`config.mk`:
```
export PLATFORM = sky130hd
export DESIGN_NAME = result_ascii_formatter
export DESIGN_NICKNAME = d
export VERILOG_FILES = /design/src/rtl/result_ascii_formatter_pkg.sv /design/src/rtl/result_ascii_formatter_bin2bcd.sv /design/src/rtl/result_ascii_formatter.sv
export SDC_FILE = /design/constraint.sdc
export NUM_CORES = 1
export LEC_CHECK = 0
export BUFFER_PORTS_ARGS = -buffer_cell sky130_fd_sc_hd__buf_2
export CORE_AREA = 5 5 66 97
export CTS_CLUSTER_DIAMETER = 40
export DETAILED_ROUTE_END_ITERATION = 8
export DIE_AREA = 0 0 71 102
export GPL_TIMING_DRIVEN = 0
export PLACE_DENSITY_LB_ADDON = 0.12
export SLEW_MARGIN = 30
export SYNTH_ARGS = -nofsm -noshare
export SYNTH_HDL_FRONTEND = slang
export SYNTH_SLANG_ARGS = --single-unit
```
`constraint.sdc`:
```
create_clock -name clock -period 4.7 [get_ports clock]
set_clock_uncertainty 0.2 [all_clocks]
set_input_delay 0.705 -clock clock [delete_from_list [all_inputs] [get_ports clock]]
set_output_delay 0.705 -clock clock [all_outputs]
set_load 0.005 [all_outputs]
```
`src/rtl/result_ascii_formatter_pkg.sv`:
```
// Shared constants and types for the ALU result ASCII formatter.
// Holds ASCII codes, BCD sizing, the formatter state enum and the BCD digit struct.
// Build option: RESULT_ASCII_FORMATTER_CRLF_EN adds CR/LF terminator states.
package alu_ascii_pkg;

  // Magnitude width fed to the BCD converter (must hold 128) and digits produced.
  localparam int CONV_BITS = 9;
  localparam int DIGITS    = 3;

  // Operator codes understood by the upstream processing unit.
  localparam logic [7:0] ASCII_PLUS  = 8'h2B;
  localparam logic [7:0] ASCII_MINUS = 8'h2D;
  localparam logic [7:0] ASCII_MUL   = 8'h2A;
  localparam logic [7:0] ASCII_DIV   = 8'h2F;
  localparam logic [7:0] ASCII_AND   = 8'h26;
  localparam logic [7:0] ASCII_OR    = 8'h7C;

  localparam logic [7:0] ASCII_ZERO  = 8'h30;
  localparam logic [7:0] ASCII_O     = 8'h4F;
  localparam logic [7:0] ASCII_V     = 8'h56;
  localparam logic [7:0] ASCII_F     = 8'h46;
  localparam logic [7:0] ASCII_CR    = 8'h0D;
  localparam logic [7:0] ASCII_LF    = 8'h0A;

  typedef enum logic [3:0] {
    S_IDLE,
    S_CONV,
    S_SIGN,
    S_HUND,
    S_TENS,
    S_UNIT,
    S_OVF_O,
    S_OVF_V,
`ifdef RESULT_ASCII_FORMATTER_CRLF_EN
    S_OVF_F,
    S_CR,
    S_LF
`else
    S_OVF_F
`endif
  } fmt_state_t;

  typedef struct packed {
    logic [3:0] h;
    logic [3:0] t;
    logic [3:0] u;
  } bcd3_t;

endpackage

```
`src/rtl/result_ascii_formatter_bin2bcd.sv`:
```
// Sequential double-dabble binary-to-BCD converter (bin2bcd_seq).
// Latency: the first shift happens on the start edge, done pulses one cycle after the 9th shift edge.
// No backpressure: bcd holds its value until the next start.
// Ports: clock/reset, start (load bin), bin (magnitude), done (1-cycle pulse), bcd (H/T/U).
module bin2bcd_seq
  import alu_ascii_pkg::*;
(
  input  logic                 clock,
  input  logic                 reset,
  input  logic                 start,
  input  logic [CONV_BITS-1:0] bin,
  output logic                 done,
  output bcd3_t                bcd
);

  logic [CONV_BITS-1:0] sh_q;
  logic [4*DIGITS-1:0]  acc_q;
  logic [3:0]           cnt_q;
  logic                 done_q;

  // One double-dabble step: add 3 to every digit >= 5, then shift in the next bit.
  function automatic logic [4*DIGITS-1:0] dabble(input logic [4*DIGITS-1:0] a, input logic b);
    logic [4*DIGITS-1:0] t;
    t = a;
    for (int i = 0; i < DIGITS; i++) begin
      if (t[4*i +: 4] >= 4'd5) t[4*i +: 4] = t[4*i +: 4] + 4'd3;
    end
    return {t[4*DIGITS-2:0], b};
  endfunction

  always_ff @(posedge clock or negedge reset) begin
    if (!reset) begin
      sh_q   <= '0;
      acc_q  <= '0;
      cnt_q  <= '0;
      done_q <= 1'b0;
    end else begin
      done_q <= 1'b0;
      if (start) begin
        // The MSB is shifted in on the start edge itself, leaving CONV_BITS-1 steps.
        acc_q <= dabble('0, bin[CONV_BITS-1]);
        sh_q  <= bin << 1;
        cnt_q <= 4'(CONV_BITS - 1);
      end else if (cnt_q != 4'd0) begin
        acc_q <= dabble(acc_q, sh_q[CONV_BITS-1]);
        sh_q  <= sh_q << 1;
        cnt_q <= cnt_q - 4'd1;
        if (cnt_q == 4'd1) done_q <= 1'b1;
      end
    end
  end

  assign done  = done_q;
  assign bcd.h = acc_q[11:8];
  assign bcd.t = acc_q[7:4];
  assign bcd.u = acc_q[3:0];

endmodule

```
`src/rtl/result_ascii_formatter.sv`:
```
// Formats a signed 8-bit ALU result (or "OVF") as an ASCII character stream.
// Latency: first out_valid 10 clocks after accept (normal), 1 clock after accept (overflow).
// Backpressure: out_char/out_valid are registered and held while out_ready is low; in_ready only in IDLE.
// Ports: clock, reset (async active-low), in_valid/in_ready/result_data/overflow in,
//        out_valid/out_ready/out_char out, busy = !in_ready.
// Build option: RESULT_ASCII_FORMATTER_CRLF_EN appends CR LF to every message.
module result_ascii_formatter
  import alu_ascii_pkg::*;
(
  input  logic       clock,
  input  logic       reset,
  input  logic       in_valid,
  output logic       in_ready,
  input  logic [7:0] result_data,
  input  logic       overflow,
  output logic       out_valid,
  input  logic       out_ready,
  output logic [7:0] out_char,
  output logic       busy
);

  fmt_state_t           state, state_n, nxt;
  logic                 neg_q;
  logic                 accept;
  logic                 conv_start;
  logic                 conv_done;
  logic                 out_valid_n;
  logic [7:0]           out_char_n;
  logic [CONV_BITS-1:0] mag;
  bcd3_t                bcd;

  assign in_ready   = (state == S_IDLE);
  assign busy       = !in_ready;
  assign accept     = in_valid && in_ready;
  assign conv_start = accept && !overflow;
  // 8'h80 maps to 128, hence the 9-bit magnitude.
  assign mag = result_data[7] ? (9'd256 - {1'b0, result_data}) : {1'b0, result_data};

  bin2bcd_seq u_bin2bcd (
    .clock (clock),
    .reset (reset),
    .start (conv_start),
    .bin   (mag),
    .done  (conv_done),
    .bcd   (bcd)
  );

  // Leading zeros are suppressed, but the units digit always prints.
  function automatic fmt_state_t first_digit(input bcd3_t b);
    fmt_state_t r;
    if (b.h != 4'd0)      r = S_HUND;
    else if (b.t != 4'd0) r = S_TENS;
    else                  r = S_UNIT;
    return r;
  endfunction

  function automatic fmt_state_t after(input fmt_state_t s, input bcd3_t b);
    fmt_state_t r;
    r = S_IDLE;
    case (s)
      S_SIGN:  r = first_digit(b);
      S_HUND:  r = S_TENS;
      S_TENS:  r = S_UNIT;
      S_OVF_O: r = S_OVF_V;
      S_OVF_V: r = S_OVF_F;
`ifdef RESULT_ASCII_FORMATTER_CRLF_EN
      S_UNIT:  r = S_CR;
      S_OVF_F: r = S_CR;
      S_CR:    r = S_LF;
`endif
      default: r = S_IDLE;
    endcase
    return r;
  endfunction

  function automatic logic [7:0] char_of(input fmt_state_t s, input bcd3_t b);
    logic [7:0] c;
    c = 8'h00;
    case (s)
      S_SIGN:  c = ASCII_MINUS;
      S_HUND:  c = ASCII_ZERO + {4'd0, b.h};
      S_TENS:  c = ASCII_ZERO + {4'd0, b.t};
      S_UNIT:  c = ASCII_ZERO + {4'd0, b.u};
      S_OVF_O: c = ASCII_O;
      S_OVF_V: c = ASCII_V;
      S_OVF_F: c = ASCII_F;
`ifdef RESULT_ASCII_FORMATTER_CRLF_EN
      S_CR:    c = ASCII_CR;
      S_LF:    c = ASCII_LF;
`endif
      default: c = 8'h00;
    endcase
    return c;
  endfunction

  always_ff @(posedge clock or negedge reset) begin
    if (!reset) state <= S_IDLE;
    else        state <= state_n;
  end

  always_ff @(posedge clock or negedge reset) begin
    if (!reset) begin
      neg_q     <= 1'b0;
      out_valid <= 1'b0;
      out_char  <= 8'h00;
    end else begin
      out_valid <= out_valid_n;
      out_char  <= out_char_n;
      if (accept) neg_q <= result_data[7] && !overflow;
    end
  end

  // Entering an emit state leaves out_valid low for one cycle while the
  // character is loaded; later characters load directly on each handshake
  // so out_valid stays high back to back.
  always_comb begin
    state_n     = state;
    out_valid_n = out_valid;
    out_char_n  = out_char;
    nxt         = after(state, bcd);
    case (state)
      S_IDLE: begin
        if (in_valid) state_n = overflow ? S_OVF_O : S_CONV;
      end
      S_CONV: begin
        if (conv_done) state_n = neg_q ? S_SIGN : first_digit(bcd);
      end
      default: begin
        if (!out_valid) begin
          out_valid_n = 1'b1;
          out_char_n  = char_of(state, bcd);
        end else if (out_ready) begin
          state_n = nxt;
          if (nxt == S_IDLE) begin
            out_valid_n = 1'b0;
          end else begin
            out_char_n = char_of(nxt, bcd);
          end
        end
      end
    endcase
  end

endmodule

```
==> results.ini <==
[run_status]
outcome = finished clean

[floorplan]
core_um2 = 5450
starting_utilization_of_the_core_area = 0.481
die_y_um = 102
placement_row_count = 33
io_pins = 24
dieWidth_um = 71
dieArea_um2 = 7240

[yosys]
share_of_flip_flops_with_an_asynchronous_set_or_reset_after_synthesis = 1.00
yosysWarningCount = 0
synthesis.nets = 333
synth_cells = 311
synth-seq-area-share = 0.362
synth_enable_flop_cells = 0
synth.lib_cells_used.distinct = 58
synth-seq-cells = 38
avgSynthCellArea_um2 = 8.44
synthesis.area_um2 = 2620
dominantRegCellSynth = dfrtp_1

[sta]
fin_crit_ns = 2.32
maxSlewHeadroom = 0.624
max_freq_ghz = 0.431
rsz0062_at_grt = false
maxSlewViolCount = 0
setup_total_negative_slack_ns = 0
worst-slew-pin-transition_ns = 0.560
report.final.hold_viol_count = 0
min_period_over_period = 0.494
final-setup-viol-count = 0

[detailed_routing]
via_per_inst = 5.78
first_iter_violations = 161
routed_wirelength_mm = 6.74
routed_wire_length_per_instance_um = 16.4
drc = 0
iteration_count_of_the_initial_detailed_routing_pass = 4
dr_total_vias = 2368
postRouteAntennaNets = 0

[power_and_ir_drop]
power_frac_comb = 0.593
switching_share = 0.476
share_seq_of_total_power = 0.297
power.density_cell_area_nw_per_um2 = 714
power.net_switching_uw = 987
p_clk_frac = 0.110
ir_drop_mv = 0.286
internal-power_mw = 1.09
p_leak_nw = 1.28

[worst_hold_path]
hold_class = primary input to async pin

[grt]
grt_use_met3 = 0.0256
grt_overflow = 0
global_route.usage.met2 = 0.382
global_route.usage.met1 = 0.217
grt_antenna_before_repair = 0
routing_layer_with_the_top_usage_in_global_route = met2
global_route.usage.total = 0.201
grt_max_degree = 39
grt_first_pass_wirelength_mm = 11.6
first_global_vias = 2435

[clock_network]
cts-root-buf = clkbuf_8
tritoncts = yes
holdBufCountCts = 0
cts.sink_count = 38
inserted_clock_buffers = 5
worst_setup_hold_path_clk_slew_ns = 0.08
cts_buffer_depth = 2
clk_latency_ns = 0.29
postCtsSetupRepairBufs = 0
ctsHtreeMaxLevel = 2
post_cts_resized = 0

[worst_setup_path]
cp_max_fo = 10
crit_slowest_cell = dfrtp_1
number_of_logic_stages_on_the_critical_path_including_buffering = 4
crit_required_ns = 3.80
critPathMaxStageDelay_ns = 0.37
critical_path_arrival_ns = 1.42
crit_type = flip-flop to primary output
path_common_cell = buf_2
crit_path_cell_chain = buf_2, nor4_4, inv_1, buf_2
critPathLaunchType = flip-flop
worst_r2r_path_depth = 7
setup.worst_path.end_class = primary output
critPathTopFamily = buffers and inverters
worstPathBufferInverterCount = 3

[layout]
layout.cells.most_common_list = dfrtp_1, nand2_1, buf_2, a21oi_1, nor2_1
final_nets = 361
layout.cells.most_common = dfrtp_1
flow.area_growth_from_synthesis_pct = 10.9
layout-drive-gt1-share = 0.162
diodes = 0
postLayoutCoreUtil = 0.534

[placement]
port_buffers = 21
gpl.final_weighted_congestion = 0.929
detailedPlacementHpwl_mm = 5.03

[job]
cap_violations = 0

## per-stage QoR
step                hold WS, ns  std cells  total power [mW]  setup WS [ns]  cell area [um2]
floorplan                 0.209        311              1.52           2.84             2620
global placement          0.267        402              1.83           2.53             2820
detailed placement        0.284        402              1.85           2.50             2820
CTS                       0.302        410              2.09           2.35             2910
global route              0.216        410              2.27           2.26             2910
finish                    0.176        410              2.08           2.38             2910
## synthesized netlist by cell type (all sizes together) (2+ instances only)
cell type | instances | share of area
dfrtp | 38 | 0.36
nor4b | 2 | 0.012
a221oi | 4 | 0.013
o31ai | 3 | 0.0086
nor2b | 5 | 0.012
inv | 15 | 0.021
nor4 | 4 | 0.018
nand2 | 38 | 0.055
o2bb2ai | 2 | 0.0067
xnor2 | 7 | 0.023
ha | 9 | 0.043
nand4 | 2 | 0.0048
xor2 | 2 | 0.0067
nand2b | 8 | 0.019
a21oi | 32 | 0.062
nor3b | 4 | 0.013
a22o | 2 | 0.0067
a31oi | 4 | 0.0095
o21ai | 22 | 0.042
buf | 18 | 0.041
nor2 | 26 | 0.041
and2 | 5 | 0.012
a32oi | 2 | 0.0067
a211oi | 8 | 0.023
clkbuf | 3 | 0.0043
mux2i | 12 | 0.046
nor3 | 6 | 0.013
o211ai | 3 | 0.0086
nand3 | 9 | 0.017
a22oi | 2 | 0.0057
## sequential cells by signal, indices dropped and copies added, names as in the netlist
register,cells
state,4
out_char,7
u_bin2bcd.done,1
u_bin2bcd.cnt_q,4
u_bin2bcd.sh_q,8
out_valid,1
neg_q,1
u_bin2bcd.bcd,12
## power by group through the flow
stage	sequential (mW)	clock, mW	combinational [mW]
CTS	0.618	0.237	1.23
detailed placement	0.624	0	1.23
finish	0.616	0.229	1.23
global route	0.641	0.251	1.38
floorplan	0.586	0	0.938
global placement	0.620	0	1.21
## path summary, 6_finish.rpt
kind                             startpoint                end  slack, ns
max                                state[3]               busy       2.38
min                                   reset           state[2]       0.18
max reg2reg                u_bin2bcd.bcd[9]        out_char[1]       2.57
min reg2reg                     out_char[6]        out_char[6]       0.29
max in group asynchronous             reset  u_bin2bcd.sh_q[1]       3.78
min in group clock              out_char[6]        out_char[6]       0.29
## kinds of logic after synthesis
kind of cell,share of synthesized area
muxes,0.0458
adders and majority gates,0.0429
DFF,0.362
and+or+nand+nor,0.230
AOI/OAI and AO/OA,0.219
buffers and inverters,0.0682
other,0.00143
xor gates and xnor gates,0.0300
## per-layer routing
metal,vias to the layer above,part of all wire
met5,-,0
met4,0,0.036
met3,21,0.039
met2,60,0.53
met1,1129,0.39
li1,1158,-
## area by class of cell
cell class / count / area, um2
Multi-Input combinational cell: 236 / 1490
Clock buffer: 5 / 68.8
Clock inverter: 3 / 21.3
Fill cell: 559 / 2540
Timing Repair Buffer: 21 / 108
Tap cell: 70 / 87.6
Buffer: 21 / 119
Inverter: 16 / 60.1
Sequential cell: 38 / 951
No activity file was read; power rests on OpenSTA's default activity.
